## config.mk

```make
export PLATFORM = sky130hd
export DESIGN_NAME = pattern_seq_top
export DESIGN_NICKNAME = d
export VERILOG_FILES = /design/src/rtl/pattern_seq_pkg.sv /design/src/rtl/pattern_seq_chan.sv /design/src/rtl/pattern_seq_top.sv
export SDC_FILE = /design/constraint.sdc
export NUM_CORES = 1
export LEC_CHECK = 0
export ABC_AREA = 1
export CAP_MARGIN = 20
export CORE_ASPECT_RATIO = 0.7
export CORE_MARGIN = 3
export CORE_UTILIZATION = 45
export DETAILED_ROUTE_END_ITERATION = 10
export GPL_TIMING_DRIVEN = 1
export PLACE_DENSITY = 0.69
export SLEW_MARGIN = 20
export SYNTH_ARGS = -nofsm -noshare
export SYNTH_HDL_FRONTEND = slang
export SYNTH_SLANG_ARGS = --single-unit
```

## constraint.sdc

```tcl
create_clock -name clk -period 4.05 [get_ports clk]
set_clock_uncertainty 0.05 [all_clocks]
set_input_delay 0.81 -clock clk [delete_from_list [all_inputs] [get_ports clk]]
set_output_delay 0.81 -clock clk [all_outputs]
set_load 0.01 [all_outputs]
```

## src/rtl/pattern_seq_pkg.sv

```systemverilog
// Shared types and LFSR helpers for the multi-channel pattern sequencer.
package pattern_seq_pkg;

    // Pattern generation modes, encoded as written through cfg_mode
    typedef enum logic [1:0] {
        CONST = 2'd0,
        TABLE = 2'd1,
        COUNT = 2'd2,
        LFSR  = 2'd3
    } mode_e;

    typedef enum logic {
        IDLE = 1'b0,
        RUN  = 1'b1
    } chan_state_e;

    localparam int LFSR_MAX_W = 16;

    // Maximal-length feedback masks for a right-shifting Galois LFSR
    function automatic logic [LFSR_MAX_W-1:0] lfsr_taps(input int width);
        logic [LFSR_MAX_W-1:0] taps;
        case (width)
            2:       taps = 16'h0003;
            3:       taps = 16'h0006;
            4:       taps = 16'h000C;
            5:       taps = 16'h0014;
            6:       taps = 16'h0030;
            7:       taps = 16'h0060;
            8:       taps = 16'h00B8;
            9:       taps = 16'h0110;
            10:      taps = 16'h0240;
            11:      taps = 16'h0500;
            12:      taps = 16'h0829;
            13:      taps = 16'h100D;
            14:      taps = 16'h2015;
            15:      taps = 16'h6000;
            16:      taps = 16'hD008;
            default: taps = 16'h0003;
        endcase
        return taps;
    endfunction

    // One Galois step: shift right, fold the taps in when a one falls out
    function automatic logic [LFSR_MAX_W-1:0] lfsr_next(input logic [LFSR_MAX_W-1:0] value,
                                                        input int width);
        logic [LFSR_MAX_W-1:0] mask;
        logic [LFSR_MAX_W-1:0] v;
        mask = (16'h0001 << width) - 16'h0001;
        v    = value & mask;
        if (v[0]) begin
            return ((v >> 1) ^ lfsr_taps(width)) & mask;
        end
        return v >> 1;
    endfunction

endpackage

```

## src/rtl/pattern_seq_chan.sv

```systemverilog
// One sequencer channel: pattern table, config registers, run FSM,
// pattern generator and beat down-counter behind a valid/ready handshake.
//
// state | meaning
// IDLE  | output parked at RESET_VAL, valid low, config writes accepted
// RUN   | presenting beats, config writes ignored
module pattern_seq_chan
    import pattern_seq_pkg::*;
#(
    parameter int               WIDTH     = 3,
    parameter int               DEPTH     = 4,
    parameter int               CNT_W     = 16,
    parameter int               IDX_W     = 2,
    parameter logic [WIDTH-1:0] RESET_VAL = 3'b101
) (
    input  logic             clk,
    input  logic             rst,
    input  logic             wr_en,
    input  logic [IDX_W-1:0] wr_idx,
    input  logic [WIDTH-1:0] wr_data,
    input  logic [1:0]       wr_mode,
    input  logic [IDX_W:0]   wr_len,
    input  logic [CNT_W-1:0] wr_count,
    input  logic             launch,
    input  logic             abort,
    input  logic             ready,
    output logic             valid,
    output logic [WIDTH-1:0] data,
    output logic             running,
    output logic             finish
);

    chan_state_e      state_q;
    logic [WIDTH-1:0] tbl_q [DEPTH];
    mode_e            mode_q;
    logic [IDX_W:0]   len_q;
    logic [CNT_W-1:0] count_q;

    logic [IDX_W-1:0] idx_q;
    logic [CNT_W-1:0] beats_q;
    logic             endless_q;
    logic [WIDTH-1:0] data_q;
    logic             valid_q;

    logic             accept;
    logic             last_beat;
    logic [WIDTH-1:0] first_val;
    logic [IDX_W:0]   idx_inc;
    logic [IDX_W-1:0] idx_nxt;
    logic [WIDTH-1:0] data_nxt;

    assign accept    = valid_q & ready;
    assign last_beat = !endless_q && (beats_q == CNT_W'(1));
    assign finish    = (state_q == RUN) && accept && last_beat && !abort;
    assign valid     = valid_q;
    assign data      = data_q;
    assign running   = (state_q == RUN);

    // An all-zero LFSR would lock up, so a zero seed is promoted to 1
    assign first_val = ((mode_q == LFSR) && (tbl_q[0] == '0)) ? WIDTH'(1) : tbl_q[0];

    // Table walk wraps at len; a stray len of 0 just pins the index at 0
    assign idx_inc = {1'b0, idx_q} + (IDX_W+1)'(1);
    assign idx_nxt = (idx_inc >= len_q) ? '0 : idx_inc[IDX_W-1:0];

    // Value presented after the current beat is accepted
    always_comb begin
        data_nxt = data_q;
        case (mode_q)
            CONST:   data_nxt = tbl_q[0];
            TABLE:   data_nxt = tbl_q[idx_nxt];
            COUNT:   data_nxt = data_q + WIDTH'(1);
            LFSR:    data_nxt = WIDTH'(lfsr_next(LFSR_MAX_W'(data_q), WIDTH));
            default: data_nxt = tbl_q[0];
        endcase
    end

    // Config capture; mode, len and count ride along with every table write
    always_ff @(posedge clk or posedge rst) begin
        if (rst) begin
            for (int i = 0; i < DEPTH; i++) begin
                tbl_q[i] <= '0;
            end
            mode_q  <= CONST;
            len_q   <= (IDX_W+1)'(1);
            count_q <= '0;
        end else if (wr_en && (state_q == IDLE)) begin
            tbl_q[wr_idx] <= wr_data;
            mode_q        <= mode_e'(wr_mode);
            len_q         <= wr_len;
            count_q       <= wr_count;
        end
    end

    // Run FSM with registered pattern, valid and beat counter
    always_ff @(posedge clk or posedge rst) begin
        if (rst) begin
            state_q   <= IDLE;
            data_q    <= RESET_VAL;
            valid_q   <= 1'b0;
            idx_q     <= '0;
            beats_q   <= '0;
            endless_q <= 1'b0;
        end else begin
            case (state_q)
                IDLE: begin
                    if (launch) begin
                        state_q   <= RUN;
                        valid_q   <= 1'b1;
                        data_q    <= first_val;
                        idx_q     <= '0;
                        beats_q   <= count_q;
                        endless_q <= (count_q == '0);
                    end
                end
                RUN: begin
                    if (abort || (accept && last_beat)) begin
                        state_q <= IDLE;
                        valid_q <= 1'b0;
                        data_q  <= RESET_VAL;
                    end else if (accept) begin
                        data_q <= data_nxt;
                        idx_q  <= idx_nxt;
                        if (!endless_q) begin
                            beats_q <= beats_q - CNT_W'(1);
                        end
                    end
                end
                default: begin
                    state_q <= IDLE;
                    valid_q <= 1'b0;
                    data_q  <= RESET_VAL;
                end
            endcase
        end
    end

endmodule

```

## src/rtl/pattern_seq_top.sv

```systemverilog
// Multi-channel pattern sequencer: config decode, start/stop fan-out,
// busy reduction and all-channels-finished done pulse.
module pattern_seq_top
    import pattern_seq_pkg::*;
#(
    parameter int               WIDTH     = 3,
    parameter int               NUM_CH    = 2,
    parameter int               DEPTH     = 4,
    parameter logic [WIDTH-1:0] RESET_VAL = 3'b101,
    parameter int               CNT_W     = 16,
    localparam int              CH_W      = (NUM_CH > 1) ? $clog2(NUM_CH) : 1,
    localparam int              IDX_W     = (DEPTH > 1) ? $clog2(DEPTH) : 1
) (
    input  logic                    clk,
    input  logic                    rst,
    input  logic                    cfg_we,
    input  logic [CH_W-1:0]         cfg_ch,
    input  logic [IDX_W-1:0]        cfg_idx,
    input  logic [WIDTH-1:0]        cfg_data,
    input  logic [1:0]              cfg_mode,
    input  logic [IDX_W:0]          cfg_len,
    input  logic [CNT_W-1:0]        cfg_count,
    input  logic [NUM_CH-1:0]       ch_en,
    input  logic                    start,
    input  logic                    stop,
    output logic [NUM_CH-1:0]       sig_valid,
    input  logic [NUM_CH-1:0]       sig_ready,
    output logic [NUM_CH*WIDTH-1:0] sig_a,
    output logic                    busy,
    output logic                    done
);

    logic [NUM_CH-1:0] running;
    logic [NUM_CH-1:0] finish;
    logic [NUM_CH-1:0] launch;
    logic [NUM_CH-1:0] pending_q;
    logic [NUM_CH-1:0] pending_left;
    logic              start_go;
    logic              done_q;

    // A start is honoured only when every channel is idle and stop is absent
    assign start_go     = start && !stop && !(|running);
    assign launch       = start_go ? ch_en : '0;
    assign pending_left = pending_q & ~finish;
    assign busy         = |running;
    assign done         = done_q;

    for (genvar c = 0; c < NUM_CH; c++) begin : g_chan
        logic wr_sel;
        assign wr_sel = cfg_we && (cfg_ch == CH_W'(c));

        pattern_seq_chan #(
            .WIDTH    (WIDTH),
            .DEPTH    (DEPTH),
            .CNT_W    (CNT_W),
            .IDX_W    (IDX_W),
            .RESET_VAL(RESET_VAL)
        ) u_chan (
            .clk     (clk),
            .rst     (rst),
            .wr_en   (wr_sel),
            .wr_idx  (cfg_idx),
            .wr_data (cfg_data),
            .wr_mode (cfg_mode),
            .wr_len  (cfg_len),
            .wr_count(cfg_count),
            .launch  (launch[c]),
            .abort   (stop),
            .ready   (sig_ready[c]),
            .valid   (sig_valid[c]),
            .data    (sig_a[c*WIDTH +: WIDTH]),
            .running (running[c]),
            .finish  (finish[c])
        );
    end

    // Track launched channels; done fires when the last one finishes by count
    always_ff @(posedge clk or posedge rst) begin
        if (rst) begin
            pending_q <= '0;
            done_q    <= 1'b0;
        end else begin
            done_q <= 1'b0;
            if (stop) begin
                pending_q <= '0;
            end else if (start_go) begin
                pending_q <= ch_en;
            end else begin
                pending_q <= pending_left;
                done_q    <= (pending_q != '0) && (pending_left == '0);
            end
        end
    end

endmodule

```

Yosys cells after proc, flatten, opt, wreduce, memory -nomap -nowiden
Cells that the tools add are included.

Add/subtract/negate cells: 6. $mul: 0. Divide/modulo/power cells: 0. Order comparisons: 6. Eq/ne operators: 20. Shifts and indexed selects: 0. Mux-type cells: 71. Bitwise operators: 12. Reductions and logical operators: 45.

Operators with widths (number): 16-bit two-way mux (8); 16-bit case mux with 2 select lines (2); 3-bit two-way mux (21); 16-bit by 1-bit equality test with 1-bit output, second input constant (2); 16-bit logical NOT (2); 16-bit by 1-bit subtractor with 16-bit output, second input constant (2); 12-bit bitwise mux (2); 3-bit case mux with 4 select lines (2); 2-bit two-way mux (11); 1-bit logical AND (20); 2-bit inequality test, second input constant (10); 1-bit two-way mux (14); 3-bit binary-select mux with 2-bit select (2); 3-bit case mux with 2 select lines (2); 2-bit AND reduction (6); 3-bit greater-or-equal comparator, second input constant (3); 2-bit inverter with 3-bit output (3); 2-bit equality test, second input constant (4); 1-bit case mux with 2 select lines (4); 2-bit case mux with 2 select lines (2); 4-bit AND reduction (2); 2-bit by 1-bit adder with 3-bit output, second input constant (2); 3-bit by 1-bit adder with 3-bit output, second input constant (2); 3-bit demux with 2-bit select (1); 16 further kinds (31).

Bits in registers: 117. Bits in latches: 0. Memory bits (writable): 0. ROM bits: 0. Output and inout bits: 10. Memories kept: 0.

Depth between registers and ports, before layout
Gate-level depths: netlist of the first run.

Depth in word-level cells: 11. Depth in mapped cells: 14.

Modules after synthesis
From an unflattened synthesis of the first run, not the netlist that was laid out.

Cell total of the unflattened synthesis: 904. Area total of the unflattened synthesis: 6603.8 µm².

By module, submodules not included: pattern_seq_chan (times used 2, cells each 436, area an instance 3201.8 µm², seq. area each 1430.1 µm²); pattern_seq_top (times used 1, cells each 32, area an instance 200.2 µm², seq. area each 75.1 µm²).

Least setup slack after synthesis of the first run
Ideal clock, no wire load.

Kind: flip-flop to output port. Start: register g_chan[0].u_chan.state_q. End: output busy. Arrival: 1.109 ns. Path slack: 2.081 ns. Stages on the path, launching flop included: 5. Buffers on the path: 2. Cell sequence: dfrtp_1 inv_2 clkbuf_1 clkbuf_1 nand2_1.

Longest elaborated chain between the ends: 1.

Ends and longest elaborated chain: start: declaration (RTL line pattern_seq_chan.sv:33) `chan_state_e state_q;`; start signal: assignment (RTL line pattern_seq_chan.sv:98) `state_q <= IDLE;`; start signal: assignment (RTL line pattern_seq_chan.sv:108) `state_q <= RUN;`; start signal: assignment (RTL line pattern_seq_chan.sv:118) `state_q <= IDLE;`; 2-bit OR reduction (RTL line pattern_seq_top.sv:45) `assign busy = |running;`; end: declaration (RTL line pattern_seq_top.sv:29) `output logic busy,`.

Every way passes these cells.

Worst setup path after layout of the first run
Start: register g_chan[1].u_chan.state_q. End: output busy.

Longest elaborated chain between the ends: 1.

Ends and longest elaborated chain (RTL line): start: declaration (pattern_seq_chan.sv:33); start signal: assignment (pattern_seq_chan.sv:98); start signal: assignment (pattern_seq_chan.sv:108); start signal: assignment (pattern_seq_chan.sv:118); 2-bit OR reduction (pattern_seq_top.sv:45).

Every way passes these cells.

==> results of run 1 <==
==> flip-flops by register name, summed over array words and instances, names as in the netlist <==
name and count:
g_chan.u_chan.beats_q 32, g_chan.u_chan.count_q 32, g_chan.u_chan.tbl_q 24, g_chan.u_chan.data 6, g_chan.u_chan.len_q 6, g_chan.u_chan.idx_q 4, g_chan.u_chan.mode_q 4, g_chan.u_chan.endless_q 2
g_chan.u_chan.running 2, g_chan.u_chan.valid 2, pending_q 2, done 1
==> worst min path at each step <==
stage | startpoint | endpoint | slack [ns] | cells after the start
3_3_place_gp | g_chan[0].u_chan.tbl_q[2]$_DFFE_PP0P_ | g_chan[0].u_chan.tbl_q[2]$_DFFE_PP0P_ | 0.41 | 2
3_5_place_dp | g_chan[0].u_chan.tbl_q[2]$_DFFE_PP0P_ | g_chan[0].u_chan.tbl_q[2]$_DFFE_PP0P_ | 0.42 | 2
2_1_floorplan | g_chan[0].u_chan.tbl_q[0]$_DFFE_PP0P_ | g_chan[0].u_chan.tbl_q[0]$_DFFE_PP0P_ | 0.40 | 2
5_1_grt | g_chan[1].u_chan.data[2]$_DFFE_PP1P_ | g_chan[1].u_chan.data[2]$_DFFE_PP1P_ | 0.46 | 2
6_report | g_chan[1].u_chan.count_q[14]$_DFFE_PP0P_ | g_chan[1].u_chan.count_q[14]$_DFFE_PP0P_ | 0.44 | 2
4_1_cts | g_chan[0].u_chan.tbl_q[2]$_DFFE_PP0P_ | g_chan[0].u_chan.tbl_q[2]$_DFFE_PP0P_ | 0.44 | 2
==> through the flow <==
step | worst slack (ns) | instances | hold slack (ns)
2_1_floorplan | 0.09916 | 877 | 0.3979
3_3_place_gp | 1.163 | 1094 | 0.4135
3_5_place_dp | 1.068 | 1094 | 0.4240
4_1_cts | 0.8226 | 1126 | 0.4378
5_1_grt | 0.6239 | 1126 | 0.4631
6_report | 0.8064 | 1126 | 0.4379
==> final cells by class <==
| cell class | instances | area, sq um | share of cell area [%] |
|---|---|---|---|
| multi-input combinational | 627 | 3003 | 39.22 |
| sequential | 117 | 2935 | 38.33 |
| clock buffer | 23 | 498.0 | 6.503 |
| timing repair buffer | 50 | 488.0 | 6.373 |
| clock inverter | 9 | 75.07 | 0.9804 |
| inverter | 110 | 420.4 | 5.490 |
| tap | 190 | 237.7 | 3.105 |
==> layer usage <==
metal / vias up / part of all wire, %
met5: - / 0
met4: 0 / 1.1
met3: 13 / 4.6
met2: 118 / 42
met1: 2584 / 52
li1: 2874 / -
==> worst min-delay path, delay by kind of cell, from the launching register on <==
kind             cells  cell delay (ns)
flip-flops           1             0.34
AND/OR/NAND/NOR      1             0.05
AO/OA/AOI/OAI        1             0.06
==> cell usage after synthesis <==
master      n
nand2_1   293
dfrtp_1   111
inv_1     105
o21ai_0   105
nor2_1     79
nand3_1    44
a21oi_1    15
ha_1       14
clkbuf_1   13
xor2_1      9
nand4_1     8
o21ai_2     8
dfstp_2     6
nor3_1      6
buf_6       5
o31ai_1     5
inv_2       4
nand2_2     4
nand2_4     4
nor2_2      4
nor4_1      4
or2_2       4
xnor2_1     4
a221oi_1    2
buf_2       2
buf_4       2
mux2i_1     2
o211ai_1    2
a22oi_1     1
a31o_2      1
a31oi_1     1
buf_1       1
inv_6       1
nand2_8     1
nand3b_1    1
nand4_2     1
nor2_4      1
nor3_2      1
o21a_1      1
o21ai_1     1
o41ai_1     1
==> power breakdown <==
group	switching [mW]	total, mW	internal (mW)
logic	0.855	1.40	0.549
registers	0.284	1.75	1.47
clock network	0.524	1.44	0.918
==> logic make-up (layout without fill, tap and decap cells) <==
group / after synthesis / count (layout) / share of synthesized area (%)
AND/OR/NAND/NOR: 455 / 455 / 29.35
AO/OA/AOI/OAI: 143 / 143 / 12.10
buffers and inverters: 133 / 192 / 8.510
flip-flops: 117 / 117 / 45.27
adder cells (fa/ha/maj): 14 / 14 / 2.702
XOR/XNOR: 13 / 13 / 1.756
multiplexers: 2 / 2 / 0.3088
==> results.sh, run 1 <==
export IMPL_reg2reg_from="g_chan[1].u_chan.running$_DFF_PP0_"
export IMPL_grt_use_met2_pct=30.16
export IMPL_syn_inst=877
export IMPL_drc_errors=0
export IMPL_drt_iter0_markers=326
export IMPL_place_area_sq_um=7084
export IMPL_netlist_area_leader_share_pct=42.84
export IMPL_drive_gt1_share_pct=8.226
export IMPL_synth_seq_area_share_pct=45.27
export IMPL_critPathKind="reg2out"
export IMPL_die_w_um=149.5
export IMPL_netlist_area_sq_um=6484
export IMPL_worstSetupStartpoint="g_chan[1].u_chan.running$_DFF_PP0_"
export IMPL_grt_pass1_vias=5242
export IMPL_wl_per_cell_um=13.82
export IMPL_final_area_sq_um=7657
export IMPL_setup_viol=0
export IMPL_fmax_ghz=0.3083
export IMPL_hold_viol_final=0
export IMPL_rsz0062_at_grt="false"
export IMPL_clk_latency_ns=0.41
export IMPL_setup_tns_ns=0
export IMPL_dieArea_sq_um=15910
export IMPL_numPortBuffers=45
export IMPL_synth_area_leaders="dfrtp_1, nand2_1, o21ai_0"
export IMPL_grt_pass1_wl_um=26090
export IMPL_path_buf_inv=2
export IMPL_path_cells="inv_1 -> nand2_1 -> clkdlybuf4s50_1"
export IMPL_nFillCells=1314
export IMPL_cts_setup_buffers=0
export IMPL_fin_util_pct=54.66
export IMPL_top_usage_layer="met1"
export IMPL_cts_sinks=117
export IMPL_ctsHtreeMaxLevel=4
export IMPL_area_delta_synth_final_pct=18.10
export IMPL_period_share_pct=80.09
export IMPL_r2r_end="g_chan[1].u_chan.tbl_q[11]$_DFFE_PP0P_"
export IMPL_track_usage_pct=20.55
export IMPL_ys_types=41
export IMPL_cts_hold_buf=0
export IMPL_power_static_leakage_nw=3.828
export IMPL_crit_end="busy"
export IMPL_ctsResizeCount=0
export IMPL_first_pass_iters=5
export IMPL_synth_nets=927
export IMPL_place_gp_congestion=0.9050
export IMPL_syn_avg_cell_area_sq_um=7.393
export IMPL_design_core_area_sq_um=14010
export IMPL_grt_overflow=0
export IMPL_dieHeight_um=106.4
export IMPL_root_buffer="clkbuf_16"
export IMPL_grt_use_met1_pct=31.30
export IMPL_final_common_cell="nand2_1"
export IMPL_hp_class="reg2reg"
export IMPL_reg2reg_depth=7
export IMPL_place_hpwl_um=11500
export IMPL_critPathRequiredTime_ns=3.19
export IMPL_grt_antenna_before_repair=0
export IMPL_dr_total_vias=5589
export IMPL_endpoint_kind="output port"
export IMPL_io_pins=46
export IMPL_maxSlewViolCount=0
export IMPL_worstMarginPinSlew_ns=0.8296
export IMPL_clk_pin_slew_ns=0.05
export IMPL_cts_tree="built"
export IMPL_cp_data_arrival_time_ns=2.38
export IMPL_outcome="finished, final reports clean"
export IMPL_p_per_area_nw_per_um2=600.6
export IMPL_antenna_cells=0
export IMPL_drv_cap=0
export IMPL_cts_buffers=17
export IMPL_rows=36
export IMPL_max_vdd_ir_drop_uv=276.8
export IMPL_met3_usage_pct=3.494
export IMPL_crit_family="buffers and inverters"
export IMPL_cp_slowest_cell="dfrtp_1"
export IMPL_min_period_ns=3.244
export IMPL_slew_headroom_pct=44.69
export IMPL_cp_depth=3
export IMPL_grt_max_degree=54
export IMPL_path_max_fanout=22
export IMPL_drt_vias_per_instance=4.964
export IMPL_synth_seq_cells=117
export IMPL_rrSetupSlack_ns=1.09
export IMPL_drt_total_wl_um=15560
export IMPL_initial_core_util_pct=46.28
export IMPL_synth_largest_area_cell="dfrtp_1"
export IMPL_yosysWarnings=0
export IMPL_cp_start_kind="flip-flop"
export IMPL_p_total_mw=4.599
export IMPL_final_cell_mix="nand2_1, dfrtp_1, o21ai_0"
export IMPL_cp_slowest_stage_delay_ns=0.75
export IMPL_final_net_count=973
export IMPL_cts_buffer_depth=2
export IMPL_ant_nets=0
(Power assumes the default switching activity.)
==> run 2, diff against run 1 <==
clock period = 2.82 ns   (was 4.05 ns; I/O delays follow)
==> results.sh, run 2 (synthesized netlist as in run 1, its figures left out) <==
export IMPL_wl_per_cell_um=14.02
export IMPL_critPathKind="reg2out"
export IMPL_worstMarginPinSlew_ns=0.6554
export IMPL_drive_gt1_share_pct=8.723
export IMPL_power_static_leakage_nw=3.867
export IMPL_grt_overflow=0
export IMPL_design_core_area_sq_um=14010
export IMPL_track_usage_pct=21.19
export IMPL_cts_tree="built"
export IMPL_final_common_cell="nand2_1"
export IMPL_maxSlewViolCount=0
export IMPL_clkPwrFrac_pct=34.1
export IMPL_internal_power_mw=4.420
export IMPL_dieHeight_um=106.4
export IMPL_final_cell_mix="nand2_1, dfrtp_1, o21ai_0"
export IMPL_nFillCells=1335
export IMPL_slew_headroom_pct=56.30
export IMPL_cts_buffer_depth=2
export IMPL_p_seq_share_pct=36.1
export IMPL_cts_buffers=17
export IMPL_grt_max_degree=118
export IMPL_ctsHtreeMaxLevel=4
export IMPL_io_pins=46
export IMPL_reg2reg_from="g_chan[1].u_chan.idx_q[0]$_DFFE_PP0P_"
export IMPL_max_vdd_ir_drop_uv=509.1
export IMPL_clk_latency_ns=0.42
export IMPL_setup_viol=0
export IMPL_area_delta_synth_final_pct=19.80
export IMPL_drc_errors=0
export IMPL_p_per_area_nw_per_um2=888.4
export IMPL_place_hpwl_um=11250
export IMPL_final_net_count=977
export IMPL_clk_pin_slew_ns=0.06
export IMPL_rows=36
export IMPL_dieArea_sq_um=15910
export IMPL_antenna_cells=0
export IMPL_cts_setup_buffers=0
export IMPL_switching_share_pct=35.95
export IMPL_multi_input_area_sq_um=3003
export IMPL_reg2reg_depth=12
export IMPL_drt_vias_per_instance=5.058
export IMPL_initial_core_util_pct=46.28
export IMPL_path_max_fanout=21
export IMPL_critPathRequiredTime_ns=2.21
export IMPL_cp_data_arrival_time_ns=1.70
export IMPL_top_regs="g_chan.u_chan.beats_q: 32 flops, g_chan.u_chan.count_q: 32 flops, g_chan.u_chan.tbl_q: 24 flops"
export IMPL_min_from="g_chan[1].u_chan.beats_q[14]$_DFFE_PP0P_"
export IMPL_grt_antenna_before_repair=0
export IMPL_ctsResizeCount=0
export IMPL_rsz0062_at_grt="false"
export IMPL_hp_class="reg2reg"
export IMPL_root_buffer="clkbuf_16"
export IMPL_outcome="finished, final reports clean"
export IMPL_hold_viol_final=0
export IMPL_rrSetupSlack_ns=0.54
export IMPL_min_period_ns=2.311
export IMPL_die_w_um=149.5
export IMPL_numPortBuffers=45
export IMPL_cp_start_kind="flip-flop"
export IMPL_whs_path_depth=2
export IMPL_cts_hold_buf=0
export IMPL_fin_util_pct=55.45
export IMPL_first_pass_iters=5
export IMPL_min_to="g_chan[1].u_chan.beats_q[14]$_DFFE_PP0P_"
export IMPL_drt_iter0_markers=389
export IMPL_place_gp_congestion=0.8785
export IMPL_cts_sinks=117
export IMPL_holdWs_ns=0.4409
export IMPL_pwr_share_comb_pct=29.8
export IMPL_r2r_end="g_chan[1].u_chan.data[1]$_DFFE_PP0P_"
export IMPL_fmax_ghz=0.4327
export IMPL_drv_cap=0
export IMPL_area_sequential_sq_um=2935
export IMPL_endpoint_kind="output port"
export IMPL_drt_total_wl_um=15850
export IMPL_p_sw_mw=2.481
export IMPL_dr_total_vias=5716
export IMPL_setup_tns_ns=0
export IMPL_grt_pass1_wl_um=26680
export IMPL_ant_nets=0
export IMPL_period_share_pct=81.95
export IMPL_grt_pass1_vias=5276
[run 2: changes by cell type in the layout (fill, tap and decap cells not counted), sizes merged]
| cell | change |
|---|---|
| clkbuf | -5 |
| buf | +4 |
| bufinv | +3 |
| clkinv | -2 |
| clkinvlp | +2 |
| inv | +2 |
[run 2: cell type report]
class	instances	area share, %
inverter	110	5.428
clock buffer	18	5.654
clock inverter	14	2.577
tap	190	3.061
sequential	117	37.79
multi-input combinational	627	38.66
timing repair buffer	54	6.830
[run 2: per-stage QoR]
step | instance area (sq um) | setup WS, ns | power [mW] | instances
after floorplan | 6487 | 0.7835 | 3.946 | 877
after global placement | 7128 | 0.5009 | 4.511 | 1098
after detailed placement | 7128 | 0.4951 | 4.536 | 1098
after CTS | 7767 | 0.4911 | 6.928 | 1130
after global routing | 7767 | 0.2861 | 7.410 | 1130
final | 7767 | 0.5091 | 6.901 | 1130
[run 2: critical path, stage by stage (launching register included)]
cell and delay (ns):
dfrtp_1 0.39, inv_2 0.30, nand2_1 0.10, clkdlybuf4s50_1 0.49
[run 2: power by group through the flow]
stage	registers (mW)	clock network, mW	logic, mW
6_report	2.49	2.35	2.05
5_1_grt	2.56	2.47	2.38
4_1_cts	2.49	2.39	2.05
3_5_place_dp	2.51	0	2.03
3_3_place_gp	2.51	0	2.00
2_1_floorplan	2.43	0	1.52
[run 2: worst max-delay path by stage]
| stage | startpoint | to | slack (ns) | cells past startpoint |
|---|---|---|---|---|
| 6_report | g_chan[0].u_chan.running$_DFF_PP0_ | busy | 0.51 | 3 |
| 5_1_grt | g_chan[0].u_chan.idx_q[0]$_DFFE_PP0P_ | g_chan[0].u_chan.data[2]$_DFFE_PP1P_ | 0.29 | 10 |
| 3_3_place_gp | sig_ready[0] | g_chan[0].u_chan.beats_q[6]$_DFFE_PP0P_ | 0.50 | 10 |
| 3_5_place_dp | sig_ready[0] | g_chan[0].u_chan.beats_q[6]$_DFFE_PP0P_ | 0.50 | 10 |
| 2_1_floorplan | rst | done$_DFF_PP0_ | 0.78 | 1 |
| 4_1_cts | g_chan[0].u_chan.running$_DFF_PP0_ | busy | 0.49 | 3 |
[run 2: layer usage]
| layer | GRT usage [%] | vias to the layer above | wire, um |
|---|---|---|---|
| met3 | 5.752 | 16 | 854 |
| li1 | - | 2893 | - |
| met1 | 32.14 | 2679 | 8119 |
| met5 | 0 | - | 0 |
| met4 | 6.270 | 0 | 199 |
| met2 | 29.42 | 128 | 6674 |
